$ cat src/rtl/mips_ctrl_pkg.sv
// Shared constants for the multi-cycle MIPS control unit.
// Opcode/funct encodings, ALU op codes, mux select codes and the FSM state enum.
// Pure declarations; no logic, no timing.
package mips_ctrl_pkg;

  // Primary opcodes (IR[31:26])
  localparam logic [5:0] OP_RTYPE = 6'b000000;
  localparam logic [5:0] OP_ADDIU = 6'b001001;
  localparam logic [5:0] OP_ORI   = 6'b001101;
  localparam logic [5:0] OP_LW    = 6'b100011;
  localparam logic [5:0] OP_SW    = 6'b101011;
  localparam logic [5:0] OP_BEQ   = 6'b000100;
  localparam logic [5:0] OP_J     = 6'b000010;

  // R-type funct codes (IR[5:0])
  localparam logic [5:0] FN_ADDU = 6'b100001;
  localparam logic [5:0] FN_SUBU = 6'b100011;
  localparam logic [5:0] FN_AND  = 6'b100100;
  localparam logic [5:0] FN_OR   = 6'b100101;
  localparam logic [5:0] FN_SLT  = 6'b101010;

  // ALU operations
  localparam logic [2:0] ALU_ADD = 3'b000;
  localparam logic [2:0] ALU_SUB = 3'b001;
  localparam logic [2:0] ALU_AND = 3'b010;
  localparam logic [2:0] ALU_OR  = 3'b011;
  localparam logic [2:0] ALU_SLT = 3'b100;

  // ALU B operand select
  localparam logic [1:0] SRCB_B     = 2'b00;
  localparam logic [1:0] SRCB_FOUR  = 2'b01;
  localparam logic [1:0] SRCB_IMM   = 2'b10;
  localparam logic [1:0] SRCB_BROFF = 2'b11;

  // Next-PC select
  localparam logic [1:0] PC_ALU    = 2'b00;
  localparam logic [1:0] PC_ALUOUT = 2'b01;
  localparam logic [1:0] PC_JUMP   = 2'b10;

  typedef enum logic [3:0] {
    S_RST, S_IF, S_ID, S_EX_R, S_EX_I, S_EX_ADR, S_MEM_RD,
    S_MEM_WR, S_WB_R, S_WB_I, S_WB_LW, S_BR, S_JMP
  } state_t;

endpackage

$ cat src/rtl/multicycle_ctrl_alu_dec.sv
// R-type funct decoder: maps func to an ALU operation plus a supported flag.
// Purely combinational, zero latency.
// No flow control.
module alu_dec
  import mips_ctrl_pkg::*;
(
  input  logic [5:0] func,
  output logic [2:0] alu_op,
  output logic       valid
);

  // Unsupported functs report valid=0 and fall back to ADD
  always_comb begin
    alu_op = ALU_ADD;
    valid  = 1'b1;
    case (func)
      FN_ADDU: alu_op = ALU_ADD;
      FN_SUBU: alu_op = ALU_SUB;
      FN_AND:  alu_op = ALU_AND;
      FN_OR:   alu_op = ALU_OR;
      FN_SLT:  alu_op = ALU_SLT;
      default: valid  = 1'b0;
    endcase
  end

endmodule

$ cat src/rtl/multicycle_ctrl.sv
// Multi-cycle MIPS control FSM driving the shared PC/IR/regfile/ALU/memory datapath.
// 3-5 cycles per instruction at zero wait states; outputs are Moore from the state register.
// Memory states hold mem_req/mem_we/iord until mem_ready; IF write enables wait for mem_ready.
module multicycle_ctrl
  import mips_ctrl_pkg::*;
(
  input  logic       clk,
  input  logic       rst_n,
  input  logic [5:0] op,
  input  logic [5:0] func,
  input  logic       zero,
  input  logic       mem_ready,
  output logic       mem_req,
  output logic       mem_we,
  output logic       iord,
  output logic       ir_we,
  output logic       pc_we,
  output logic       reg_we,
  output logic       reg_dst,
  output logic       mem_to_reg,
  output logic       alu_src_a,
  output logic [1:0] alu_src_b,
  output logic       ext_op,
  output logic [2:0] alu_op,
  output logic [1:0] pc_src,
  output logic       illegal
);

  state_t     state, state_nxt;
  logic       ill_set;
  logic [2:0] r_alu_op;
  logic       func_ok;

  alu_dec u_alu_dec (
    .func   (func),
    .alu_op (r_alu_op),
    .valid  (func_ok)
  );

  // State register and sticky illegal flag; reset overrides everything
  always_ff @(posedge clk) begin
    if (!rst_n) begin
      state   <= S_RST;
      illegal <= 1'b0;
    end else begin
      state <= state_nxt;
      if (ill_set) illegal <= 1'b1;
    end
  end

  // Next-state and per-state control outputs; everything defaults to 0
  always_comb begin
    state_nxt  = state;
    ill_set    = 1'b0;
    mem_req    = 1'b0;
    mem_we     = 1'b0;
    iord       = 1'b0;
    ir_we      = 1'b0;
    pc_we      = 1'b0;
    reg_we     = 1'b0;
    reg_dst    = 1'b0;
    mem_to_reg = 1'b0;
    alu_src_a  = 1'b0;
    alu_src_b  = SRCB_B;
    ext_op     = 1'b0;
    alu_op     = ALU_ADD;
    pc_src     = PC_ALU;
    case (state)
      S_RST: state_nxt = S_IF;
      S_IF: begin
        // Fetch and PC+4 in the same cycle; both commit only when memory answers
        mem_req   = 1'b1;
        alu_src_b = SRCB_FOUR;
        ir_we     = mem_ready;
        pc_we     = mem_ready;
        if (mem_ready) state_nxt = S_ID;
      end
      S_ID: begin
        // ALUOut <= PC + (sext(imm) << 2): branch target ready for BR
        alu_src_b = SRCB_BROFF;
        case (op)
          OP_RTYPE: begin
            if (func_ok) state_nxt = S_EX_R;
            else begin
              state_nxt = S_IF;
              ill_set   = 1'b1;
            end
          end
          OP_ADDIU, OP_ORI: state_nxt = S_EX_I;
          OP_LW, OP_SW:     state_nxt = S_EX_ADR;
          OP_BEQ:           state_nxt = S_BR;
          OP_J:             state_nxt = S_JMP;
          default: begin
            state_nxt = S_IF;
            ill_set   = 1'b1;
          end
        endcase
      end
      S_EX_R: begin
        alu_src_a = 1'b1;
        alu_op    = r_alu_op;
        state_nxt = S_WB_R;
      end
      S_EX_I: begin
        alu_src_a = 1'b1;
        alu_src_b = SRCB_IMM;
        if (op == OP_ORI) begin
          alu_op = ALU_OR;
        end else begin
          ext_op = 1'b1;
        end
        state_nxt = S_WB_I;
      end
      S_EX_ADR: begin
        alu_src_a = 1'b1;
        alu_src_b = SRCB_IMM;
        ext_op    = 1'b1;
        if (op == OP_LW)      state_nxt = S_MEM_RD;
        else if (op == OP_SW) state_nxt = S_MEM_WR;
        else                  state_nxt = S_IF;
      end
      S_MEM_RD: begin
        mem_req = 1'b1;
        iord    = 1'b1;
        if (mem_ready) state_nxt = S_WB_LW;
      end
      S_MEM_WR: begin
        mem_req = 1'b1;
        mem_we  = 1'b1;
        iord    = 1'b1;
        if (mem_ready) state_nxt = S_IF;
      end
      S_WB_R: begin
        reg_we    = 1'b1;
        reg_dst   = 1'b1;
        state_nxt = S_IF;
      end
      S_WB_I: begin
        reg_we    = 1'b1;
        state_nxt = S_IF;
      end
      S_WB_LW: begin
        reg_we     = 1'b1;
        mem_to_reg = 1'b1;
        state_nxt  = S_IF;
      end
      S_BR: begin
        // A - B compare; PC takes the precomputed target only when equal
        alu_src_a = 1'b1;
        alu_op    = ALU_SUB;
        pc_src    = PC_ALUOUT;
        pc_we     = zero;
        state_nxt = S_IF;
      end
      S_JMP: begin
        pc_src    = PC_JUMP;
        pc_we     = 1'b1;
        state_nxt = S_IF;
      end
      default: state_nxt = S_RST;
    endcase
  end

endmodule

$ cat config.mk
export PLATFORM = sky130hd
export DESIGN_NAME = multicycle_ctrl
export DESIGN_NICKNAME = d
export VERILOG_FILES = /design/src/rtl/mips_ctrl_pkg.sv /design/src/rtl/multicycle_ctrl_alu_dec.sv /design/src/rtl/multicycle_ctrl.sv
export SDC_FILE = /design/constraint.sdc
export NUM_CORES = 1
export LEC_CHECK = 0
export BUFFER_PORTS_ARGS = -buffer_cell sky130_fd_sc_hd__buf_2
export CELL_PAD_IN_SITES_DETAIL_PLACEMENT = 0
export CELL_PAD_IN_SITES_GLOBAL_PLACEMENT = 1
export CORE_UTILIZATION = 34
export DETAILED_ROUTE_END_ITERATION = 10
export PLACE_DENSITY_LB_ADDON = 0.1
export SYNTH_ARGS = -nofsm -noshare
export SYNTH_HDL_FRONTEND = slang
export SYNTH_HIERARCHICAL = 1
export SYNTH_SLANG_ARGS = --single-unit
$ cat constraint.sdc
create_clock -name clk -period 2.6 [get_ports clk]
set_input_delay 0.13 -clock clk [delete_from_list [all_inputs] [get_ports clk]]
set_output_delay 0.13 -clock clk [all_outputs]
set_load 0.005 [all_outputs]
# After elaboration in Yosys (flattened, before gate mapping)
# Index checks and enable logic that the tools add are counted.
# word_totals
inputBits	16
wordCells	69
output_inout_bits	18
regBits	5
# classes
reduce_logical	13
mux	28
n_eq_ne	26
# ops
cell	n
6-bit equality test (second input constant)	7
4-bit one-hot mux with 8 select lines	1
4-bit equality test (second input constant)	5
4-bit one-hot mux with 5 select lines	1
4-bit by 3-bit equality test with 1-bit output (second input constant)	4
6-bit by 4-bit equality test with 1-bit output (second input constant)	2
1-bit 2-to-1 mux	12
4-bit 2-to-1 mux	3
3-bit one-hot mux with 4 select lines	1
6-bit OR reduction	2
3-bit one-hot mux with 3 select lines	1
4-bit by 2-bit equality test with 1-bit output (second input constant)	2
2-bit OR reduction	4
6-bit by 2-bit equality test with 1-bit output (second input constant)	1
6-bit by 3-bit equality test with 1-bit output (second input constant)	1
6-bit zero test	1
3-bit 2-to-1 mux	2
2-bit != test (second input constant)	3
2-bit one-hot mux with 3 select lines	1
3-bit OR reduction	2
5-bit OR reduction	1
4-bit by 1-bit equality test with 1-bit output (second input constant)	1
4-bit zero test	1
2-bit 2-to-1 mux	2
other kinds (5)	6

# Depth between registers and ports, before layout
# Gate-level depths: netlist (run 1).
# depth
ltp_word	6
depth_mapped	6
mapped_depth_nobuf	6

# Cells and area by module
# Netlist (run 1), hierarchy kept.
# by_module_without_submodules
mod	n_inst	seq_area_each_um2	area_each_um2	cells_each
multicycle_ctrl	1	100.1	694.4	94
alu_dec	1	0.0	65.1	10

# Worst setup path before layout (run 1)
# No wires, ideal clock.
# synth_timing
path_type	register to register
from	register state[2]
to	register state[0]
setup_ps	58
path_slack_ps	1191
t_required_ps	2542
stages_incl_launch_ff	6
n_path_buf	1
synth_period_minus_slack_ps	1409
arrival_time_ps	1351
cell_sequence	dfxtp_1 buf_8 or3_4 o32a_1 nor2_1 o211a_1
# synth_between
elab_chain_cells	3
word_cells_on_any_way	19
cone_classes	15 x eq/ne; 1 x mux; 3 x reduce/logical
# synth_rtl
element	line	rtl
from (decl)	multicycle_ctrl.sv:29	state_t state, state_nxt;
from (signal assigned)	multicycle_ctrl.sv:46	state <= state_nxt;
4-bit equality test (tied with other cells)	multicycle_ctrl.sv:68	case (state)
6-bit OR reduction (no line) / 2-bit != test (equally long branches)	-	
4-bit one-hot mux with 8 select lines / 3-bit AND reduction (equally long branches)	-	
# Parallel ways exist; a longest one is shown, timed or not.
# A chain may end at the register's enable or synchronous reset.

# Worst setup path after layout (run 1)
# layout_timing
from	register state[1]
to	output pc_we
# layout_between
elab_chain_cells	2
word_cells_on_any_way	4
cone_classes	3 x eq/ne; 1 x mux
# layout_rtl
element	line	rtl
4-bit equality test / 4-bit by 1-bit equality test with 1-bit output (equally long branches)	multicycle_ctrl.sv:68	
1-bit one-hot mux with 3 select lines (*)	multicycle_ctrl.sv:68	
to (decl)	multicycle_ctrl.sv:17	output logic pc_we,
# Every way passes the cells marked *; elsewhere a longest branch is shown, timed or not.

==> results.cfg, run 1 <==
[run_status]
status = completed

[floorplan]
die_area_sq_um = 2430
top_level_ports = 34
die_w_um = 49.3
core.rowCount = 16
die_h_um = 49.3
initial_utilization_pct = 37.6
core-area_sq_um = 2020

[global_routing]
grt.total_usage_pct = 16.9
grt_pass1_wl_um = 3170
grt_pass1_vias = 771
grt_overflow = 0
antenna_found_initial = 0
grt_max_degree = 21

[synth]
ys_types = 42
synth_area_leaders = dfxtp_1, nor2_1, clkbuf_8, a21oi_1, nor3_1
synth_edf_count = 0
synth_most_common_cell = nor2_1
syn_nets = 120
synth-compound-area-share_pct = 25.0
synth_seq_area_share_pct = 13.2
synth-seq-cells = 5
synth_common_cells = nor2_1, a21oi_1, nand2_1, nor3_1, dfxtp_1
synth_top_family_by_area = simple AND/OR/NAND/NOR gates
yosys.area.top_type = dfxtp_1
synthAdderAreaFrac_pct = 0
synth_area_per_cell_sq_um = 7.30
ys_warn_count = 6
async_flop_share_pct = 0
synth_area_sq_um = 759
netlist.area_leader.share_pct = 13.2
synth-simple-area-share_pct = 46.6
synth_flop_cell = dfxtp_1
synth_mux_area_share_pct = 0
synthCells = 104
synthXorXnorAreaFrac_pct = 2.31

[power_and_ir_drop]
switching_share_pct = 30.9
power_leakage_nw = 0.409
finalPower_uw = 255
p_per_area_nw_per_um2 = 283
power.share.sequential_pct = 35.5
intPower_uw = 176
p_sw_uw = 78.6
peakVddDrop_mv = 0.245
combPwrFrac_pct = 29.7
clkPwrFrac_pct = 34.8

[cts]
htree_levels = 1
cts_resized = 0
clock_sinks = 5
clk_pin_slew_ps = 40
cts_setup_buffers = 0
clock_path_buffers = 2
cts_buffers = 3
cts-root-buf = clkbuf_4
cts_hold_buf = 0
worstSkewPairLatency_ps = 240
cts_tree = yes

[route]
wl_um = 1870
wire_per_inst_um = 11.6
drtIter0Drc = 11
drc = 0
viasPerCell = 5.16
dr.pass1.iters = 3
num_vias = 831
detail-route-antenna-nets = 0

[timing]
slew_violations = 0
tightest_slew_ps = 600
setup_tns_ps = 0
finalCritPeriodShare_pct = 75.1
slew_headroom_pct = 59.9
hold_viol_final = 0
min_period_ps = 1950
holdWs_ps = 144
max_freq_mhz = 512
fin_skew_ps = 1.13
setup_violations = 0
rsz0062_at_grt = no

[run]
max_cap_violations = 0

[setup_path]
cp_num_buf_inv = 1
crit_fanout = 18
cp_top_family = flip-flops
path_class = flip-flop to primary output
worstPathRequired_ps = 2470
setup.worst_path.end_class = primary output
max_stage_delay_ps = 690
rrSetupSlack_ps = 800
cp.arrival_ps = 1820
crit_path_top_delay_cell = dfxtp_1
path_cells = and2b_2 -> and3_1 -> a211o_1 -> buf_2
start_kind = flip-flop

[final_layout]
diodes = 0
drive_gt1_share_pct = 33.6
area_delta_synth_final_pct = 18.3
fill_cells = 244
fin_nets = 151

[placement]
dpl.hpwl_um = 1430
gp_congestion = 0.793
portBuffers = 33

[hold_path]
hold_path_class = input port to flip-flop
## final cells by class
cell class | instances | area (sq um) | area share [%]
clock buffer | 4 | 26.3 | 2.92
inverter | 3 | 11.3 | 1.25
multi-input combinational | 89 | 562 | 62.5
sequential | 5 | 100 | 11.1
tap | 27 | 33.8 | 3.76
timing repair buffer | 33 | 165 | 18.4
## power by group through the flow
stage               clock network, mW  logic, mW  registers, mW
CTS                            0.0948     0.0757         0.0901
global route                    0.101     0.0850         0.0915
floorplan                           0     0.0555         0.0838
global placement                    0     0.0750         0.0914
finish                         0.0885     0.0757         0.0904
detailed placement                  0     0.0752         0.0914
## cells by family (layout without fill, tap and decap cells)
logic type             after synthesis  in the layout
buffers and inverters               10             40
AND/OR/NAND/NOR                     60             60
flip-flops                           5              5
AO/OA/AOI/OAI                       27             27
XOR/XNOR                             2              2
## final timing paths
path         startpoint        to  cells past startpoint
min               rst_n  state[1]                      2
max reg2reg    state[1]  state[0]                      5
min reg2reg     illegal   illegal                      2
max            state[1]     pc_we                      4
## sequential cells by signal, summed over array words and instances, names as in the netlist
| signal | cells |
|---|---|
| state | 4 |
| illegal | 1 |
## per-stage QoR
step	instance area (sq um)	utilization, %	setup slack, ps	std cells
after floorplan	759	-	1190	104
after global placement	872	43.1	856	157
after detailed placement	872	43.1	823	157
after CTS	898	44.4	653	161
after global routing	898	44.4	539	161
final	898	44.4	647	161
## worst reg2reg max path, cell delays in order, from the launching register on
cell	delay, ps
dfxtp_1	690
nand2b_4	110
or3_4	380
o32a_1	330
nor2_1	100
o211a_1	130
## per-layer routing
layer | wire length, um | global-route usage [%]
met3 | 38 | 1.87
met4 | 45 | 10.3
met1 | 866 | 18.6
met2 | 915 | 30.6
met5 | 0 | 0
## placed cells by master (no fill, tap or decap), types with 2 or more instances in the layout
cell type	netlist	routed
a21oi_1	7	7
a311oi_1	2	2
a31oi_1	3	3
and2_1	2	2
buf_2	0	33
clkbuf_4	0	3
dfxtp_1	5	5
inv_1	3	3
nand2_1	6	6
nand2b_1	3	3
nor2_1	21	21
nor2b_1	2	2
nor3_1	6	6
nor3_2	2	2
nor3b_1	3	3
o21a_1	2	2
o21ai_0	2	2
o221ai_1	2	2
or2b_2	3	3
or3_1	2	2
xnor2_1	2	2
Power figures use the tool's default switching activity.
==> inputs of run 2 (changes only) <==
CORE_UTILIZATION = 28   (was 34)
clock period = 1.7 ns   (was 2.6 ns; I/O delays follow)
==> run 2 against run 1 <==
Sequential power up 42%. Non-clock buffer count rose by 7. Register-to-register slack worse by 540 ps. Wire length grew 9.5%. Worst hold slack got worse by 45 ps. Combinational power rose by 82%. Core utilization decreased by 6.5 points. Cell area rose by 6.5%.
==> results.cfg, run 2 (synthesis results as in run 1) <==
[route]
wl_um = 2040
num_vias = 876
drtIter0Drc = 12
viasPerCell = 5.12
drc = 0
dr.pass1.iters = 4
detail-route-antenna-nets = 0
wire_per_inst_um = 11.9

[floorplan]
core.rowCount = 18
die_area_sq_um = 2920
die_h_um = 54.1
initial_utilization_pct = 30.1
top_level_ports = 34
die_w_um = 54.1
core-area_sq_um = 2520

[global_routing]
grt_pass1_vias = 790
grt.total_usage_pct = 14.8
antenna_found_initial = 0
grt_pass1_wl_um = 3190
grt_overflow = 0
grt_max_degree = 11

[timing]
fin_skew_ps = 8.43
slew_headroom_pct = 71.9
rsz0062_at_grt = no
setup_violations = 0
max_freq_mhz = 626
finalCritPeriodShare_pct = 94.0
slew_violations = 0
tightest_slew_ps = 420
hold_viol_final = 0
timing.final.ws_setup_ps = 102
min_period_ps = 1600
setup_tns_ps = 0

[setup_path]
cp_top_family = simple AND/OR/NAND/NOR gates
crit_fanout = 7
path_cells = buf_4 -> and2b_2 -> and3_1 -> a211o_1 -> buf_2
path_class = flip-flop to primary output
rrSetupSlack_ps = 260
setup.worst_path.end_class = primary output
worstReg2RegEnd = state[1]
crit_path_top_delay_cell = dfxtp_1
worstPathRequired_ps = 1620
r2r_start = state[0]
r2r_cells = 6
cp.arrival_ps = 1510
start_kind = flip-flop
cp_num_buf_inv = 2
max_stage_delay_ps = 320

[power_and_ir_drop]
power_leakage_nw = 0.446
p_per_area_nw_per_um2 = 423
peakVddDrop_mv = 0.371

[cts]
clock_path_buffers = 2
cts_tree = yes
clk_pin_slew_ps = 50
cts_buffers = 3
htree_levels = 1
worstSkewPairLatency_ps = 240
cts_hold_buf = 0
clock_sinks = 5
cts-root-buf = clkbuf_4

[final_layout]
mostFrequentLayoutCell = buf_2
drive_gt1_share_pct = 38.3
top_register = state
final_cell_mix = buf_2, nor2_1, a21oi_1, buf_4
area_delta_synth_final_pct = 26.0
reg_top3 = state: 4 flops, illegal: 1 flops
fin_nets = 158
diodes = 0
largest_reg_flops = 4
fill_cells = 279

[placement]
gp_congestion = 0.843
dpl.hpwl_um = 1630
place_ws_ps = 201
portBuffers = 33

[hold_path]
min-delay-start = rst_n
whs_path_depth = 2
hold_path_class = input port to flip-flop
min_to = state[1]

[run]
max_cap_violations = 0

[run_status]
status = completed
==> run 2: cell types whose count changed in the layout (fill, tap and decap cells not counted), sizes merged <==
| cell | delta |
|---|---|
| buf | +7 |
==> run 2: cell type report <==
cell class                      count  area, sq um  share of cell area, %
Clock buffer                        4         26.3                   2.75
Inverter                            3         11.3                   1.18
Multi-Input combinational cell     89          562                   58.7
Sequential cell                     5          103                   10.7
Tap cell                           30         37.5                   3.92
Timing Repair Buffer               40          218                   22.7
==> run 2: through the flow <==
stage / util (%) / total power [mW] / cells / hold WS [ps] / cell area, sq um
floorplan: - / 0.213 / 104 / 207 / 759
global placement: 36.8 / 0.268 / 167 / 354 / 928
detailed placement: 36.8 / 0.267 / 167 / 354 / 928
CTS: 37.8 / 0.412 / 171 / 93.1 / 955
global route: 37.9 / 0.435 / 171 / 124 / 957
finish: 37.9 / 0.405 / 171 / 98.6 / 957
==> run 2: what timing repair did <==
item,4_1_cts,5_1_grt
resized for setup,0,2
buffers inserted,0,0
endpoints found under the hold margin,0,0
setup endpoints to repair,0,2
==> run 2: report_power, final <==
| part | internal, mW | switching (mW) | leakage (nW) |
|---|---|---|---|
| registers | 0.123 | 0.00517 | 0.0418 |
| clock network | 0.0888 | 0.0500 | 0.0150 |
| logic | 0.0664 | 0.0719 | 0.390 |
==> run 2: routing by layer <==
metal  track usage (%)  wire, um  share of wire, %
met1              18.3       992                49
met2              25.7       992                49
met3              1.69        58               2.8
met4              5.98         0                 0
met5                 0         0                 0
==> run 2: worst max-delay path by stage <==
stage,cells past startpoint,startpoint,slack [ps],end
final,5,state[0],100,pc_we
after global routing,5,state[2],20,pc_we
after CTS,5,state[2],30,pc_we
after detailed placement,5,state[1],200,state[0]
after global placement,5,state[1],210,state[0]
after floorplan,5,state[2],290,state[0]
==> run 2: worst reg2reg max path, stage by stage, from the launching register on <==
cell       delay (ps)
dfxtp_1           360
buf_4             160
or2b_2            350
nor3b_1           200
a311oi_1           70
o2bb2ai_1         130
and2_1            130
